`src/rtl/clock_display_scanner_if.sv`:
```
// Time/alarm inputs and display/buzzer outputs between the alarm clock core
// and the display scanner.
interface clock_display_scanner_if;
    logic [3:0] hr_in;
    logic [5:0] min_in;
    logic [5:0] sec_in;
    logic [3:0] hr_alarm_in;
    logic [5:0] min_alarm_in;
    logic       alarm_in;
    logic       show_alarm;
    logic       ack;
    logic [5:0] digit_sel;
    logic [6:0] seg;
    logic       dp;
    logic       buzzer;

    modport master (
        output hr_in, min_in, sec_in, hr_alarm_in, min_alarm_in,
        output alarm_in, show_alarm, ack,
        input  digit_sel, seg, dp, buzzer
    );

    modport slave (
        input  hr_in, min_in, sec_in, hr_alarm_in, min_alarm_in,
        input  alarm_in, show_alarm, ack,
        output digit_sel, seg, dp, buzzer
    );
endinterface

```
`src/rtl/clock_display_scanner.sv`:
```
// Six-digit multiplexed seven-segment display driver with blinking colon,
// plus an acknowledgeable alarm buzzer.
module clock_display_scanner #(
    parameter int unsigned SCAN_DIV = 1000,
    parameter int unsigned TONE_DIV = 500
) (
    input logic                    clk,
    input logic                    rst_n,
    clock_display_scanner_if.slave bus
);
    localparam int unsigned SLOT_W = $clog2(SCAN_DIV);
    localparam int unsigned TONE_W = (TONE_DIV > 1) ? $clog2(TONE_DIV) : 1;
    localparam logic [SLOT_W-1:0] SLOT_LAST = SLOT_W'(SCAN_DIV - 1);
    localparam logic [TONE_W-1:0] TONE_LAST = TONE_W'(TONE_DIV - 1);
    localparam logic [6:0] SEG_BLANK = 7'h00;
    localparam logic [6:0] SEG_DASH  = 7'h40;

    typedef enum logic [1:0] {
        ST_IDLE,
        ST_RINGING,
        ST_ACKED
    } alarm_state_e;

    function automatic logic [6:0] seg_code(input logic [3:0] d);
        case (d)
            4'd0:    seg_code = 7'h3F;
            4'd1:    seg_code = 7'h06;
            4'd2:    seg_code = 7'h5B;
            4'd3:    seg_code = 7'h4F;
            4'd4:    seg_code = 7'h66;
            4'd5:    seg_code = 7'h6D;
            4'd6:    seg_code = 7'h7D;
            4'd7:    seg_code = 7'h07;
            4'd8:    seg_code = 7'h7F;
            4'd9:    seg_code = 7'h6F;
            default: seg_code = SEG_BLANK;
        endcase
    endfunction

    logic [SLOT_W-1:0] r_slot;
    logic [2:0]        r_idx;
    logic [3:0]        r_snap_hr;
    logic [5:0]        r_snap_min;
    logic [5:0]        r_snap_sec;
    logic              r_snap_alarm;
    logic [5:0]        r_sec_q;
    logic              r_colon;
    logic [5:0]        r_digit_sel;
    logic [6:0]        r_seg;
    logic              r_dp;

    alarm_state_e      r_state;
    logic              r_alarm_q;
    logic              r_ack_q;
    logic              r_armed;
    logic [TONE_W-1:0] r_tone;
    logic              r_buzzer;

    logic       w_hr_ok;
    logic       w_min_ok;
    logic       w_sec_ok;
    logic [3:0] w_hr_tens;
    logic [3:0] w_hr_ones;
    logic [3:0] w_min_tens;
    logic [3:0] w_min_ones;
    logic [3:0] w_sec_tens;
    logic [3:0] w_sec_ones;
    logic [6:0] w_seg;
    logic       w_dp;
    logic       w_alarm_rise;
    logic       w_alarm_fall;
    logic       w_ack_rise;

    // BCD split, validation and segment selection for the digit being scanned
    always_comb begin
        w_hr_ok    = (r_snap_hr != 4'd0) && (r_snap_hr <= 4'd12);
        w_min_ok   = (r_snap_min <= 6'd59);
        w_sec_ok   = (r_snap_sec <= 6'd59);
        w_hr_tens  = 4'(r_snap_hr / 4'd10);
        w_hr_ones  = 4'(r_snap_hr % 4'd10);
        w_min_tens = 4'(r_snap_min / 6'd10);
        w_min_ones = 4'(r_snap_min % 6'd10);
        w_sec_tens = 4'(r_snap_sec / 6'd10);
        w_sec_ones = 4'(r_snap_sec % 6'd10);
        w_seg      = SEG_BLANK;
        case (r_idx)
            3'd0: w_seg = r_snap_alarm ? SEG_BLANK : (w_sec_ok ? seg_code(w_sec_ones) : SEG_DASH);
            3'd1: w_seg = r_snap_alarm ? SEG_BLANK : (w_sec_ok ? seg_code(w_sec_tens) : SEG_DASH);
            3'd2: w_seg = w_min_ok ? seg_code(w_min_ones) : SEG_DASH;
            3'd3: w_seg = w_min_ok ? seg_code(w_min_tens) : SEG_DASH;
            3'd4: w_seg = w_hr_ok ? seg_code(w_hr_ones) : SEG_DASH;
            3'd5: w_seg = !w_hr_ok ? SEG_DASH :
                          ((r_snap_hr < 4'd10) ? SEG_BLANK : seg_code(w_hr_tens));
            default: w_seg = SEG_BLANK;
        endcase
        w_dp = 1'b0;
        if ((r_idx == 3'd2) || (r_idx == 3'd4)) begin
            w_dp = r_snap_alarm ? 1'b1 : r_colon;
        end
    end

    // Slot/digit scan counters, frame snapshot and registered display outputs
    always_ff @(posedge clk or negedge rst_n) begin
        if (!rst_n) begin
            r_slot       <= '0;
            r_idx        <= 3'd0;
            r_snap_hr    <= 4'd12;
            r_snap_min   <= 6'd0;
            r_snap_sec   <= 6'd0;
            r_snap_alarm <= 1'b0;
            r_digit_sel  <= 6'd0;
            r_seg        <= SEG_BLANK;
            r_dp         <= 1'b0;
        end else begin
            r_digit_sel <= (r_slot == SLOT_LAST) ? 6'd0 : (6'd1 << r_idx);
            r_seg       <= w_seg;
            r_dp        <= w_dp;
            if (r_slot == SLOT_LAST) begin
                r_slot <= '0;
                if (r_idx == 3'd5) begin
                    r_idx        <= 3'd0;
                    r_snap_alarm <= bus.show_alarm;
                    if (bus.show_alarm) begin
                        r_snap_hr  <= bus.hr_alarm_in;
                        r_snap_min <= bus.min_alarm_in;
                        r_snap_sec <= 6'd0;
                    end else begin
                        r_snap_hr  <= bus.hr_in;
                        r_snap_min <= bus.min_in;
                        r_snap_sec <= bus.sec_in;
                    end
                end else begin
                    r_idx <= r_idx + 3'd1;
                end
            end else begin
                r_slot <= r_slot + 1'b1;
            end
        end
    end

    // Colon phase flips on every change of the live seconds value
    always_ff @(posedge clk or negedge rst_n) begin
        if (!rst_n) begin
            r_sec_q <= 6'd0;
            r_colon <= 1'b1;
        end else begin
            r_sec_q <= bus.sec_in;
            if (bus.sec_in != r_sec_q) begin
                r_colon <= ~r_colon;
            end
        end
    end

    // r_armed masks the first cycle after reset so a level already high cannot ring
    assign w_alarm_rise = r_armed & bus.alarm_in & ~r_alarm_q;
    assign w_alarm_fall = r_armed & ~bus.alarm_in & r_alarm_q;
    assign w_ack_rise   = r_armed & bus.ack & ~r_ack_q;

    // Alarm annunciator state machine with tone generator
    always_ff @(posedge clk or negedge rst_n) begin
        if (!rst_n) begin
            r_state   <= ST_IDLE;
            r_alarm_q <= 1'b0;
            r_ack_q   <= 1'b0;
            r_armed   <= 1'b0;
            r_tone    <= '0;
            r_buzzer  <= 1'b0;
        end else begin
            r_alarm_q <= bus.alarm_in;
            r_ack_q   <= bus.ack;
            r_armed   <= 1'b1;
            case (r_state)
                ST_IDLE: begin
                    if (w_alarm_rise) r_state <= ST_RINGING;
                end
                ST_RINGING: begin
                    if (w_alarm_fall)    r_state <= ST_IDLE;
                    else if (w_ack_rise) r_state <= ST_ACKED;
                end
                ST_ACKED: begin
                    if (w_alarm_fall) r_state <= ST_IDLE;
                end
                default: r_state <= ST_IDLE;
            endcase
            if (r_state == ST_RINGING) begin
                if (r_tone == '0) r_buzzer <= ~r_buzzer;
                r_tone <= (r_tone == TONE_LAST) ? '0 : r_tone + 1'b1;
            end else begin
                r_tone   <= '0;
                r_buzzer <= 1'b0;
            end
        end
    end

    assign bus.digit_sel = r_digit_sel;
    assign bus.seg       = r_seg;
    assign bus.dp        = r_dp;
    assign bus.buzzer    = r_buzzer;

endmodule
```
`src/flat_wrapper.sv`:
```
// flat-port wrapper written by rule: the top's interface ports become plain ports
module clock_display_scanner_flat 
#(
    parameter int unsigned SCAN_DIV = 1000,
    parameter int unsigned TONE_DIV = 500
)
  (clk, rst_n, bus_hr_in, bus_min_in, bus_sec_in, bus_hr_alarm_in, bus_min_alarm_in, bus_alarm_in, bus_show_alarm, bus_ack, bus_digit_sel, bus_seg, bus_dp, bus_buzzer);
  clock_display_scanner_if bus_i ();
  input logic clk;
  input logic rst_n;
  input wire logic [$bits(bus_i.hr_in)-1:0] bus_hr_in;
  input wire logic [$bits(bus_i.min_in)-1:0] bus_min_in;
  input wire logic [$bits(bus_i.sec_in)-1:0] bus_sec_in;
  input wire logic [$bits(bus_i.hr_alarm_in)-1:0] bus_hr_alarm_in;
  input wire logic [$bits(bus_i.min_alarm_in)-1:0] bus_min_alarm_in;
  input wire logic [$bits(bus_i.alarm_in)-1:0] bus_alarm_in;
  input wire logic [$bits(bus_i.show_alarm)-1:0] bus_show_alarm;
  input wire logic [$bits(bus_i.ack)-1:0] bus_ack;
  output wire logic [$bits(bus_i.digit_sel)-1:0] bus_digit_sel;
  output wire logic [$bits(bus_i.seg)-1:0] bus_seg;
  output wire logic [$bits(bus_i.dp)-1:0] bus_dp;
  output wire logic [$bits(bus_i.buzzer)-1:0] bus_buzzer;
  assign bus_i.hr_in = bus_hr_in;
  assign bus_i.min_in = bus_min_in;
  assign bus_i.sec_in = bus_sec_in;
  assign bus_i.hr_alarm_in = bus_hr_alarm_in;
  assign bus_i.min_alarm_in = bus_min_alarm_in;
  assign bus_i.alarm_in = bus_alarm_in;
  assign bus_i.show_alarm = bus_show_alarm;
  assign bus_i.ack = bus_ack;
  assign bus_digit_sel = bus_i.digit_sel;
  assign bus_seg = bus_i.seg;
  assign bus_dp = bus_i.dp;
  assign bus_buzzer = bus_i.buzzer;
  clock_display_scanner #(.SCAN_DIV(SCAN_DIV), .TONE_DIV(TONE_DIV)) u_core (.clk(clk), .rst_n(rst_n), .bus(bus_i));
endmodule
```
`config.mk`:
```
export PLATFORM = sky130hd
export DESIGN_NAME = clock_display_scanner_flat
export DESIGN_NICKNAME = d
export VERILOG_FILES = /design/src/rtl/clock_display_scanner_if.sv /design/src/rtl/clock_display_scanner.sv /design/src/flat_wrapper.sv
export SDC_FILE = /design/constraint.sdc
export NUM_CORES = 1
export LEC_CHECK = 0
export CAP_MARGIN = 25
export CORE_MARGIN = 5
export CORE_UTILIZATION = 52
export DETAILED_ROUTE_END_ITERATION = 10
export GPL_TIMING_DRIVEN = 1
export PLACE_DENSITY = 0.77
export SLEW_MARGIN = 20
export SYNTH_ARGS = -nofsm -noshare
export SYNTH_HDL_FRONTEND = slang
export SYNTH_SLANG_ARGS = --single-unit
export TNS_END_PERCENT = 100
```
`constraint.sdc`:
```
create_clock -name clk -period 2.63 [get_ports clk]
set_input_delay 0.789 -clock clk [delete_from_list [all_inputs] [get_ports clk]]
set_output_delay 0.789 -clock clk [all_outputs]
set_load 0.02 [all_outputs]
```
==> flow_metrics.env <==
export IMPL_status="finished clean"
export IMPL_cts_inserted_buffers=9
export IMPL_routedWlPerCell_um=14.9
export IMPL_ff_latch_area_sq_um=1660
export IMPL_arrival_ns=2.85
export IMPL_ys_ff_latch=66
export IMPL_fill_cells=691
export IMPL_detail_route_first_pass_iterations=6
export IMPL_p_total_mw=2.24
export IMPL_die_x_um=103
export IMPL_yosysTopAreaCell="dfrtp_1"
export IMPL_clk_latency_ns=0.35
export IMPL_worstHoldPathType="input pin to asynchronous set/reset pin"
export IMPL_via_per_inst=5.63
export IMPL_met1_usage=0.278
export IMPL_globalplace_congestion=0.927
export IMPL_r2r_start="u_core.r_snap_min[3]"
export IMPL_hpwl_um=7970
export IMPL_regToRegSetupSlack_ns=0.01
export IMPL_netlist_top_cells_area="dfrtp_1 35%, ha_1 9.2%, o21ai_0 4.9%, nand2_1 4.7%, nor2_1 4.1%"
export IMPL_cp_slowest_cell="dfrtp_1"
export IMPL_ctsHoldBuffers=0
export IMPL_cts_root_buf="clkbuf_8"
export IMPL_clkTransAtPathRegs_ns=0.08
export IMPL_worstPathMaxFanout=6
export IMPL_initial_core_util=0.526
export IMPL_met3_usage=0.0365
export IMPL_antenna_cells=0
export IMPL_path_buf_inv=0
export IMPL_grt_max_degree=35
export IMPL_place_area_sq_um=5250
export IMPL_dominantRegCellSynth="dfrtp_1"
export IMPL_detail_route_antenna_nets=0
export IMPL_synth_most_common_cell="dfrtp_1"
export IMPL_r2r_end="u_core.bus.seg[4]"
export IMPL_use_met2=0.343
export IMPL_ios=46
export IMPL_postSynthCellCount=522
export IMPL_worst_setup_path_end_kind="register"
export IMPL_cts_sinks=66
export IMPL_die_area_sq_um=10600
export IMPL_ys_types=66
export IMPL_hold_viol_final=0
export IMPL_final_core_util=0.663
export IMPL_cts_tree="yes"
export IMPL_final_area_sq_um=5670
export IMPL_cts_buffer_depth=2
export IMPL_multi_input_area_sq_um=2760
export IMPL_worst_path_largest_cell_delay_ns=0.42
export IMPL_netlist_area_leader_share=0.351
export IMPL_place_inst=686
export IMPL_critical_path_class="register to register"
export IMPL_final_max_slew_viol_count=0
export IMPL_grt_busiest_layer="met2"
export IMPL_leakage_nw=2.55
export IMPL_ys_seq_area_frac=0.368
export IMPL_power_density_nw_per_um2=395
export IMPL_grt_overflow_total=0
export IMPL_fmax_mhz=382
export IMPL_relSlewSlack=0.628
export IMPL_syn_cell_area_sq_um=4490
export IMPL_worstPathCellList="nor2_2, nor2_1, o21a_1, a21oi_2, xor2_1, ha_2, o21bai_1, a221o_1, o21ai_2, a21oi_4, nand2b_1, a21oi_1, o31a_1"
export IMPL_drv_cap=0
export IMPL_synth_area_per_cell_sq_um=8.61
export IMPL_tightest_slew_ns=0.559
export IMPL_grt_pass1_vias=3874
export IMPL_routed_wl_um=10600
export IMPL_setup_violations_final=0
export IMPL_core_region_area_sq_um=8550
export IMPL_rsz0062_at_grt="true"
export IMPL_via_count=4009
export IMPL_drt_iter0_drc=230
export IMPL_start_kind="register"
export IMPL_drc=0
export IMPL_rows=34
export IMPL_nNetsFinal=663
export IMPL_io_buffers=45
export IMPL_gr_usage_all_layers=0.206
export IMPL_syn_num_nets=586
export IMPL_stdcell_count=712
export IMPL_die_h_um=103
export IMPL_grt_antenna_before_repair=0
export IMPL_period_share=0.995
export IMPL_min_period_ns=2.62
export IMPL_ys_warn_count=0
export IMPL_required_ns=2.87
export IMPL_finClkSkew_ns=0.0109
export IMPL_netlist_top_cells_count="63 x dfrtp_1, 56 x nand2_1, 49 x nor2_1, 44 x o21ai_0, 33 x ha_1"
export IMPL_drive_gt1_frac=0.167
export IMPL_ir_drop_mv=0.208
export IMPL_crit_family="compound AO/OA/AOI/OAI gates"
export IMPL_htreeDepth=3
export IMPL_synth_edf_count=0
export IMPL_area_delta_synth_final_pct=26.2
export IMPL_grt_pass1_wl_um=17600
export IMPL_synthArstFlopShare=1.00
export IMPL_ff2ff_path_depth=13
-- power by group --
part / internal [mW] / switching (mW)
clock network: 0.540 / 0.431
logic: 0.105 / 0.0877
registers: 1.05 / 0.0254
-- cells by family (layout without fill, tap and decap cells) --
family / Yosys count / after routing / synth area share
adder cells (fa/ha/maj): 33 / 33 / 0.0919
AND/OR/NAND/NOR: 196 / 196 / 0.215
XOR/XNOR: 25 / 25 / 0.0487
multiplexers: 16 / 16 / 0.0356
AO/OA/AOI/OAI: 136 / 136 / 0.192
flip-flops: 66 / 66 / 0.368
other: 1 / 1 / 0.000834
buffers and inverters: 49 / 131 / 0.0470
-- sequential cells by signal (all words and copies together), names as in the netlist, 2 cells and up --
signal	flops
u_core.r_idx	3
u_core.r_snap_min	6
u_core.r_snap_sec	6
u_core.r_tone	9
u_core.r_slot	10
u_core.r_state	2
u_core.r_snap_hr	4
u_core.bus.digit_sel	6
u_core.r_sec_q	6
u_core.bus.seg	7
-- layer usage --
| metal | vias to the layer above | share of wire | routed length, um |
|---|---|---|---|
| met5 | - | 0 | 0 |
| met4 | 0 | 0.016 | 172 |
| met3 | 14 | 0.050 | 528 |
| met2 | 122 | 0.48 | 5120 |
| met1 | 1898 | 0.45 | 4810 |
| li1 | 1975 | - | - |
-- final cells by class --
class                      count  share of cell area
clock inverter                 7              0.0179
clock buffer                   9              0.0218
timing repair buffer          91               0.142
inverter                      24              0.0159
tap                          108              0.0238
sequential                    66               0.292
multi-input combinational    407               0.486
-- how the worst max path moves through the flow --
stage                    startpoint                 to  cells past startpoint
2_1_floorplan  u_core.r_snap_min[3]  u_core.bus.seg[6]                     14
3_3_place_gp   u_core.r_snap_sec[2]  u_core.bus.seg[4]                     12
3_5_place_dp   u_core.r_snap_sec[2]  u_core.bus.seg[4]                     12
4_1_cts        u_core.r_snap_sec[2]  u_core.bus.seg[0]                     12
5_1_grt        u_core.r_snap_min[3]  u_core.bus.seg[6]                     13
6_report       u_core.r_snap_min[3]  u_core.bus.seg[4]                     13
-- cells in the final DEF, fill, tap and decap left out, drive strengths merged, types with 3 or more instances in the layout --
master / n
dfrtp: 63
o21ai: 57
nand2: 56
nor2: 49
buf: 46
clkdlybuf4s50: 44
ha: 33
a21oi: 26
inv: 25
mux2i: 16
nor3: 16
nand2b: 15
nor2b: 15
xnor2: 13
xor2: 12
nand3: 12
clkbuf: 9
a21o: 8
a31oi: 7
nor4: 6
and2: 6
or3: 5
o211ai: 4
nand4: 4
nand3b: 3
a22oi: 3
dfstp: 3
or2: 3
a211oi: 3
-- through the flow --
stage | hold slack [ns] | TNS, ns | setup slack [ns]
floorplan | 0.440 | -0.0483 | -0.0244
detailed placement | 0.472 | -0.0760 | -0.0760
global route | 0.470 | -0.472 | -0.126
CTS | 0.438 | 0 | 0.00356
finish | 0.421 | 0 | 0.0123
global placement | 0.458 | 0 | 0.0424
-- repair_timing --
action,CTS,global route
endpoints found under the setup margin,2,7
resized for setup,3,24
pin swaps,4,12
setup buffers,0,10
Power figures use the tool's default switching activity.
